File: src/rtl/control_unit_pipe.sv
// control_unit_pipe
//   Registered ID-stage control decoder. Maps the IF/ID opcode to the ID/EX
//   control bundle one clock after it is sampled. It also runs a multi-cycle
//   flush sequencer, holds its outputs on stall, qualifies decode with
//   id_valid and pulses illegal_op for undecodable opcodes.
//
//   Optional feature: define CONTROL_UNIT_BNE_EN to decode opcode 0x06 (BNE)
//   with alu_op 3. When it is undefined, 0x06 is an illegal opcode.
//
//   state  | meaning
//   -------+-----------------------------------------------------------
//   S_RUN  | normal decode: flush > stall > !id_valid > legal > illegal
//   S_FLUSH| emitting bubbles; cnt_q counts the bubbles still to come
//
// Ports
//   clk          in   rising-edge clock
//   reset        in   asynchronous active-low reset
//   opcode       in   opcode from IF/ID (OPCODE_W bits)
//   id_valid     in   IF/ID slot holds a real instruction
//   stall        in   load-use stall; hold all outputs
//   flush        in   taken branch/jump; squash
//   reg_dst .. jump   out  control bits
//   alu_op       out  ALU control class (ALUOP_W bits)
//   ctrl_valid   out  bundle is a real instruction
//   illegal_op   out  one-cycle pulse for a valid, undecodable opcode
//   flushing     out  high while in S_FLUSH
module control_unit_pipe #(
  parameter int OPCODE_W     = 6,
  parameter int ALUOP_W      = 2,
  parameter int FLUSH_CYCLES = 1
) (
  input  logic                clk,
  input  logic                reset,
  input  logic [OPCODE_W-1:0] opcode,
  input  logic                id_valid,
  input  logic                stall,
  input  logic                flush,
  output logic                reg_dst,
  output logic                branch,
  output logic                mem_read,
  output logic                mem_to_reg,
  output logic                mem_write,
  output logic                alu_src,
  output logic                reg_write,
  output logic                jump,
  output logic [ALUOP_W-1:0]  alu_op,
  output logic                ctrl_valid,
  output logic                illegal_op,
  output logic                flushing
);

  // Bundle layout, MSB first:
  // reg_dst, branch, mem_read, mem_to_reg, mem_write, alu_src, reg_write,
  // jump, alu_op, ctrl_valid. An all-zero bundle is a bubble.
  localparam int BW = 9 + ALUOP_W;

  localparam logic [OPCODE_W-1:0] OP_RTYPE = OPCODE_W'(0);
  localparam logic [OPCODE_W-1:0] OP_LW    = OPCODE_W'(1);
  localparam logic [OPCODE_W-1:0] OP_SW    = OPCODE_W'(2);
  localparam logic [OPCODE_W-1:0] OP_BEQ   = OPCODE_W'(3);
  localparam logic [OPCODE_W-1:0] OP_ADDI  = OPCODE_W'(4);
  localparam logic [OPCODE_W-1:0] OP_JUMP  = OPCODE_W'(5);
`ifdef CONTROL_UNIT_BNE_EN
  localparam logic [OPCODE_W-1:0] OP_BNE   = OPCODE_W'(6);
`endif

  localparam logic [2:0] CNT_LOAD = 3'(FLUSH_CYCLES - 1);

  typedef enum logic {
    S_RUN,
    S_FLUSH
  } state_t;

  state_t        state_q, state_d;
  logic [2:0]    cnt_q, cnt_d;
  logic [BW-1:0] bundle_q, bundle_d;
  logic          illegal_q, illegal_d;
  logic [BW-1:0] dec_bundle;
  logic          dec_legal;
  logic          do_decode;

  // Pure opcode decode. Don't-care fields of SW and BEQ are driven 0.
  always_comb begin
    dec_bundle = '0;
    dec_legal  = 1'b1;
    case (opcode)
      OP_RTYPE: dec_bundle = {8'b1000_0010, ALUOP_W'(2), 1'b1};
      OP_LW:    dec_bundle = {8'b0011_0110, ALUOP_W'(0), 1'b1};
      OP_SW:    dec_bundle = {8'b0000_1100, ALUOP_W'(0), 1'b1};
      OP_BEQ:   dec_bundle = {8'b0100_0000, ALUOP_W'(1), 1'b1};
      OP_ADDI:  dec_bundle = {8'b0000_0110, ALUOP_W'(0), 1'b1};
      OP_JUMP:  dec_bundle = {8'b0000_0001, ALUOP_W'(0), 1'b1};
`ifdef CONTROL_UNIT_BNE_EN
      // alu_op 3 tells the EX branch logic to invert the zero test.
      OP_BNE:   dec_bundle = {8'b0100_0000, ALUOP_W'(3), 1'b1};
`endif
      default:  dec_legal  = 1'b0;
    endcase
  end

  always_comb begin
    state_d   = state_q;
    cnt_d     = cnt_q;
    bundle_d  = bundle_q;
    illegal_d = 1'b0;
    do_decode = 1'b0;

    case (state_q)
      S_RUN: begin
        if (flush) begin
          state_d  = S_FLUSH;
          cnt_d    = CNT_LOAD;
          bundle_d = '0;
        end else if (!stall) begin
          do_decode = 1'b1;
        end
        // stall: bundle holds, illegal_op stays 0
      end
      S_FLUSH: begin
        // stall has no effect here; the flush always runs to completion
        if (flush) begin
          cnt_d    = CNT_LOAD;
          bundle_d = '0;
        end else if (cnt_q != 3'd0) begin
          cnt_d    = cnt_q - 3'd1;
          bundle_d = '0;
        end else begin
          // Last flush edge doubles as the first normal decode.
          state_d   = S_RUN;
          do_decode = 1'b1;
        end
      end
      default: begin
        state_d  = S_RUN;
        cnt_d    = 3'd0;
        bundle_d = '0;
      end
    endcase

    if (do_decode) begin
      if (!id_valid) begin
        bundle_d = '0;
      end else if (dec_legal) begin
        bundle_d = dec_bundle;
      end else begin
        bundle_d  = '0;
        illegal_d = 1'b1;
      end
    end
  end

  always_ff @(posedge clk or negedge reset) begin
    if (!reset) begin
      state_q   <= S_RUN;
      cnt_q     <= 3'd0;
      bundle_q  <= '0;
      illegal_q <= 1'b0;
    end else begin
      state_q   <= state_d;
      cnt_q     <= cnt_d;
      bundle_q  <= bundle_d;
      illegal_q <= illegal_d;
    end
  end

  assign {reg_dst, branch, mem_read, mem_to_reg, mem_write, alu_src,
          reg_write, jump, alu_op, ctrl_valid} = bundle_q;
  assign illegal_op = illegal_q;
  assign flushing   = (state_q == S_FLUSH);

endmodule
File: config.mk
export PLATFORM = sky130hd
export DESIGN_NAME = control_unit_pipe
export DESIGN_NICKNAME = d
export VERILOG_FILES = /design/src/rtl/control_unit_pipe.sv
export SDC_FILE = /design/constraint.sdc
export NUM_CORES = 1
export LEC_CHECK = 0
export CAP_MARGIN = 30
export CORE_MARGIN = 2
export CORE_UTILIZATION = 40
export CTS_BUF_LIST = sky130_fd_sc_hd__clkbuf_8
export DETAILED_ROUTE_END_ITERATION = 12
export PLACE_DENSITY = 0.72
export SLEW_MARGIN = 15
export SYNTH_ARGS = -nofsm -noshare
export SYNTH_HDL_FRONTEND = slang
export SYNTH_SLANG_ARGS = --single-unit
File: constraint.sdc
create_clock -name clk -period 2 [get_ports clk]
set_input_delay 0.4 -clock clk [delete_from_list [all_inputs] [get_ports clk]]
set_output_delay 0.4 -clock clk [all_outputs]
set_load 0.01 [all_outputs]
==> flow_metrics.py, run 1 <==
metrics = {
    "outcome": {
        "run_status": "finished clean",
    },
    "synthesis": {
        "avgSynthCellArea_um2": 12.2,
        "seq_area_frac_synth_pct": 47.4,
        "ys_seq_elements": 13,
        "ys_types": 25,
        "mappedNetlistArea_um2": 686,
        "syn-num-nets": 69,
        "postSynthCellCount": 56,
        "yosys_warnings": 0,
    },
    "sta": {
        "slew-limit-headroom_pct": 61.3,
        "report.final.setup_viol": 0,
        "timing.final.ws_setup_ns": 0.405,
        "final.period_utilization_pct": 79.8,
        "maximum_clock_frequency_ghz": 0.627,
        "fin_crit_ns": 1.60,
        "fin_worst_skew_ns": 0.000963,
        "max_slew.worst_pin.slew_ns": 0.578,
        "max_slew_violation_total_from_the_final_report": 0,
        "tns_ns": 0,
        "rsz0062_at_grt": "no",
        "hold_viol": 0,
    },
    "route": {
        "drt.antenna.violating_nets": 0,
        "initialDrtViolationCount": 5,
        "route.vias.total": 473,
        "drc": 0,
        "drtPass1Iterations": 2,
        "routed_wl_um": 1220,
        "routedWlPerCell_um": 12.7,
        "via_per_inst": 4.93,
    },
    "die": {
        "row_count": 14,
        "die_y_um": 45.4,
        "floorplan.initialDensity_pct": 44.0,
        "die-area_um2": 2060,
        "core_area_um2": 1560,
        "floorplan.io_pins": 24,
        "die_width_um": 45.4,
    },
    "critical_path": {
        "worstRegToRegCells": 6,
        "arrival_ns": 1.77,
        "critical_path.reg2reg.endpoint": "bundle_q[9]",
        "critPathRequiredTime_ns": 2.17,
        "worst-path-max-fanout": 7,
        "worstSetupEndpoint": "bundle_q[9]",
        "worst_setup_end_kind": "register",
        "setup.worst_path.start_class": "primary input",
        "r2r_slack_ns": 0.43,
        "r2r_start": "cnt_q[0]",
        "setup.worst_path.class": "in2reg",
        "timing.critical_path.from": "opcode[3]",
    },
    "placed_design": {
        "dpl_worst_slack_ns": 0.169,
        "dp_cells": 92,
        "hpwlAfterDp_um": 947,
        "buffer_ports.inserted": 23,
        "place.gp.congestion": 0.670,
    },
    "power": {
        "power.combinational.fraction_pct": 33.9,
        "p_leak_uw": 0.000408,
        "power-per-cell-area_nw_per_um2": 871,
        "power.switching_uw": 238,
        "seq_power_share_pct": 38.8,
        "clock_network_fraction_of_design_power_pct": 27.3,
        "switch_share_pct": 29.0,
        "p_int_uw": 582,
        "maximum_resistive_drop_on_vdd_uv": 593,
    },
    "cells_and_area": {
        "layout_commonest_cell": "clkdlybuf4s50_1",
        "fill_cells": 130,
        "synthToLayoutAreaGrowth_pct": 37.4,
        "instances_no_fill": 96,
        "final_util_pct": 60.4,
        "design.final.nets": 94,
        "ff_latch_area_um2": 325,
        "antennaDiodeCount": 0,
        "multi_input_comb_area_um2": 295,
        "post_route_cells_drive_above_1_share_pct": 16.3,
        "most-common-layout-cells": "clkdlybuf4s50_1, dfrtp_1, a22o_1, nor2_1, inv_1",
    },
    "clock_network": {
        "clk_lat_worst_skew_ns": 0.24,
        "clkSlewWorstSetupHoldPaths_ns": 0.05,
        "tritoncts": "built",
        "hold_buffers": 0,
        "post_cts_setup_buffer_count": 0,
        "cts-htree-levels": 1,
        "cts_inserted_buffers": 3,
        "postCtsResizedCells": 0,
        "clk_root_buffer_cell": "clkbuf_8",
        "cts_sinks": 13,
        "clock_tree_buffer_depth": 2,
    },
    "grt": {
        "global_route_wire_length_before_repair_um": 2000,
        "grt_antenna_before_repair": 0,
        "largest_net_degree_at_the_start_of_global_routing": 14,
        "first_global_vias": 476,
        "grtUsageTotal_pct": 14.0,
        "gr-total-overflow": 0,
    },
    "job": {
        "max_cap_viol_count": 0,
    },
    "min_path": {
        "worst_hold_path_type": "reg2reg",
    },
}
-- final cells by class --
| type | instances | share of cell area, % |
|---|---|---|
| Inverter | 3 | 1.20 |
| Sequential cell | 13 | 34.5 |
| Tap cell | 16 | 2.12 |
| Multi-Input combinational cell | 35 | 31.3 |
| Clock buffer | 3 | 4.38 |
| Timing Repair Buffer | 25 | 26.0 |
| Clock inverter | 1 | 0.398 |
-- routing by layer --
metal	global-route usage, %	part of all wire, %	vias up
met5	0	0	-
met4	7.06	1.4	0
met3	5.95	5.2	2
met2	20.8	47	12
met1	17.3	46	218
li1	-	-	241
-- power by group through the flow --
stage                     Clock (uW)  Combinational [uW]  Sequential [uW]
after floorplan                    0                 223              328
after global placement             0                 275              323
after detailed placement           0                 282              324
after CTS                        229                 283              319
after global routing             242                 320              323
final                            224                 278              319
-- registers in the layout, summed over array words and instances, names as in the netlist --
name	cells
bundle_q	8
cnt_q	3
flushing	1
illegal_op	1
-- logic make-up (layout without fill, tap and decap cells) --
kind of cell,Yosys count,count (layout),synth area share [%]
compound gates,11,11,13.1
fa+ha+maj,2,2,3.65
flops,13,13,47.4
xor+xnor,2,2,2.56
simple gates,18,18,20.4
mux,2,2,3.28
buf+inv,8,32,9.49
-- metrics by stage --
stage,area (um2),hold slack [ns],total power (uW)
5_1_grt,942,0.518,885
2_1_floorplan,686,0.104,551
3_5_place_dp,897,0.497,605
3_3_place_gp,897,0.487,598
4_1_cts,942,0.511,830
6_report,942,0.511,820
-- worst min path at each step --
stage | start | endpoint | cells after the start
2_1_floorplan | reset | bundle_q[0] | 0
3_3_place_gp | bundle_q[0] | bundle_q[0] | 1
3_5_place_dp | bundle_q[4] | bundle_q[4] | 1
4_1_cts | bundle_q[6] | bundle_q[6] | 1
5_1_grt | bundle_q[6] | bundle_q[6] | 1
6_report | bundle_q[0] | bundle_q[0] | 1
-- synthesized netlist by cell type, drive strengths merged --
master  count  area share [%]
dfrtp      13              47
a22o        6             7.7
buf         5             7.8
nor2        5             2.7
nor2b       4             4.7
inv         3             1.6
a21oi       2             1.5
a32o        2             2.9
ha          2             3.6
mux2        2             3.3
nor3        2             1.5
a211oi      1             1.1
and2b       1             1.5
nand2       1            0.55
nand2b      1             2.0
nor3b       1             1.8
nor4        1             3.1
or2         1            0.91
or3         1             1.6
xnor2       1             1.3
xor2        1             1.3
-- critical path, stage by stage --
cell and delay, ns:
clkdlybuf4s50_1 0.40, or3_4 0.40, nor4_4 0.32, a32o_1 0.24
Power figures use the tool's default switching activity.
==> inputs of run 2 (changes only) <==
clock period = 1.5 ns   (was 2 ns; I/O delays follow)
==> flow_metrics.py, run 2 (synthesis gave the netlist of run 1 again) <==
metrics = {
    "sta": {
        "max_slew.worst_pin.slew_ns": 0.506,
        "rsz0062_at_grt": "yes",
        "timing.final.ws_setup_ns": -0.00158,
        "fin_worst_skew_ns": 0.00600,
        "final.period_utilization_pct": 100,
        "hold_viol": 0,
        "slew-limit-headroom_pct": 66.1,
        "maximum_clock_frequency_ghz": 0.666,
        "max_slew_violation_total_from_the_final_report": 0,
        "tns_ns": -0.00158,
        "report.final.setup_viol": 1,
        "fin_crit_ns": 1.50,
    },
    "placed_design": {
        "dp_cells": 100,
        "buffer_ports.inserted": 23,
        "dpl_worst_slack_ns": -0.270,
        "place.gp.congestion": 0.764,
        "hpwlAfterDp_um": 937,
    },
    "cells_and_area": {
        "largest_register": "bundle_q",
        "antennaDiodeCount": 0,
        "layout_commonest_cell": "clkdlybuf4s50_1",
        "post_route_cells_drive_above_1_share_pct": 29.3,
        "design.final.nets": 106,
        "synthToLayoutAreaGrowth_pct": 54.0,
        "fill_cells": 111,
        "instances_no_fill": 108,
        "final_util_pct": 67.7,
        "reg_top3": "bundle_q (8), cnt_q (3)",
        "most-common-layout-cells": "clkdlybuf4s50_1, dfrtp_1, buf_4, a22o_1, dlymetal6s2s_1",
        "largest_reg_flops": 8,
    },
    "route": {
        "via_per_inst": 4.75,
        "initialDrtViolationCount": 10,
        "drt.antenna.violating_nets": 0,
        "drc": 0,
        "routed_wl_um": 1480,
        "drtPass1Iterations": 4,
        "route.vias.total": 513,
        "routedWlPerCell_um": 13.7,
    },
    "critical_path": {
        "worst_setup_end_kind": "register",
        "worst-path-max-fanout": 7,
        "setup.worst_path.start_class": "register",
        "crit_chain": "inv_1 > ha_2 > ha_2 > nor2b_4 > nor4_4 > buf_6 > a32o_1",
        "critical-path-top-cell-by-count": "ha_2",
        "critPathRequiredTime_ns": 1.62,
        "arrival_ns": 1.63,
        "max_stage_delay_cell_worst_path": "dfrtp_1",
        "worstRegToRegCells": 7,
        "setup.worst_path.class": "reg2reg",
        "maximum_cell_stage_delay_along_the_critical_path_ns": 0.35,
    },
    "power": {
        "maximum_resistive_drop_on_vdd_uv": 821,
        "power.switching_uw": 373,
        "power.combinational.fraction_pct": 42.4,
        "clock_network_fraction_of_design_power_pct": 23.7,
        "p_leak_uw": 0.000539,
        "switch_share_pct": 29.4,
        "seq_power_share_pct": 33.8,
        "power-per-cell-area_nw_per_um2": 1200,
        "p_int_uw": 895,
    },
    "die": {
        "floorplan.io_pins": 24,
        "die_y_um": 45.4,
        "floorplan.initialDensity_pct": 44.0,
        "core_area_um2": 1560,
        "die_width_um": 45.4,
        "row_count": 14,
        "die-area_um2": 2060,
    },
    "clock_network": {
        "cts_sinks": 13,
        "clkSlewWorstSetupHoldPaths_ns": 0.06,
        "clk_lat_worst_skew_ns": 0.24,
        "tritoncts": "built",
        "cts-htree-levels": 1,
        "hold_buffers": 0,
        "clk_root_buffer_cell": "clkbuf_8",
        "clock_tree_buffer_depth": 2,
        "cts_inserted_buffers": 3,
    },
    "grt": {
        "global_route_wire_length_before_repair_um": 2230,
        "largest_net_degree_at_the_start_of_global_routing": 14,
        "grtUsageTotal_pct": 15.5,
        "gr-total-overflow": 0,
        "first_global_vias": 511,
        "grt_antenna_before_repair": 0,
    },
    "outcome": {
        "run_status": "complete, but fails checks",
        "violations": "setup timing",
    },
    "job": {
        "max_cap_viol_count": 0,
    },
    "min_path": {
        "worst_hold_path_type": "in2async",
    },
}
run 2: changes by cell type in the layout (fill, tap and decap cells not counted):
cell	previous run	this run
buf_6	0	1
clkdlybuf4s50_1	23	17
dlymetal6s2s_1	0	6
buf_4	2	13
ha_1	2	0
ha_2	0	2
run 2: per-stage QoR:
step | instance area, um2 | hold WS [ns] | total power (uW)
after floorplan | 686 | 0.00441 | 732
after global placement | 957 | 0.488 | 867
after global routing | 1060 | 0.397 | 1340
after detailed placement | 957 | 0.485 | 880
final | 1060 | 0.377 | 1270
after CTS | 1030 | 0.371 | 1250
run 2: area by class of cell:
type / count / area (um2) / share of cell area (%)
Clock buffer: 3 / 41.3 / 3.91
Multi-Input combinational cell: 35 / 300 / 28.4
Timing Repair Buffer: 37 / 354 / 33.5
Tap cell: 16 / 20.0 / 1.90
Sequential cell: 13 / 325 / 30.8
Clock inverter: 1 / 3.75 / 0.355
Inverter: 3 / 11.3 / 1.07
run 2: path summary, 6_finish.rpt:
kind / startpoint / end / slack [ns]
max: cnt_q[0] / bundle_q[6] / -0.002
min: reset / cnt_q[0] / 0.38
max reg2reg: cnt_q[0] / bundle_q[6] / -0.002
min reg2reg: bundle_q[3] / bundle_q[3] / 0.50
max in group asynchronous: reset / bundle_q[4] / 0.96
min in group clk: opcode[4] / illegal_op / 0.50
run 2: timing repair:
| action | in CTS | in global routing |
|---|---|---|
| hold endpoints to repair | 0 | 0 |
| endpoints found under the setup margin | 4 | 14 |
| pin swaps | 2 | 4 |
| resized for setup | 2 | 7 |
| buffers inserted | 3 | 2 |
run 2: power by group through the flow:
| stage | Sequential (uW) | Combinational [uW] | Clock (uW) |
|---|---|---|---|
| final | 429 | 538 | 301 |
| after global routing | 435 | 583 | 325 |
| after CTS | 426 | 522 | 304 |
| after detailed placement | 433 | 447 | 0 |
| after global placement | 431 | 436 | 0 |
| after floorplan | 437 | 295 | 0 |
run 2: critical path: cells and delay by family (launching register included):
kind | cells | cell delay [ns]
AND/OR/NAND/NOR | 2 | 0.25
buffers and inverters | 2 | 0.18
flip-flops | 1 | 0.35
AO/OA/AOI/OAI | 1 | 0.24
adder cells (fa/ha/maj) | 2 | 0.35
run 2: layer usage:
layer	part of all wire, %	up-vias	track usage, %	wire length, um
met5	0	-	0	0
met3	3.5	2	2.78	52
met2	52	17	25.9	767
met1	44	227	19.2	660
met4	0.27	0	7.06	4
li1	-	267	-	-
==> inputs of run 3 (changes only) <==
CTS_CLUSTER_DIAMETER = 200   (was not set)
==> results of run 3 <==
No change in the layout: final DEF, timing and power equal those of run 2.
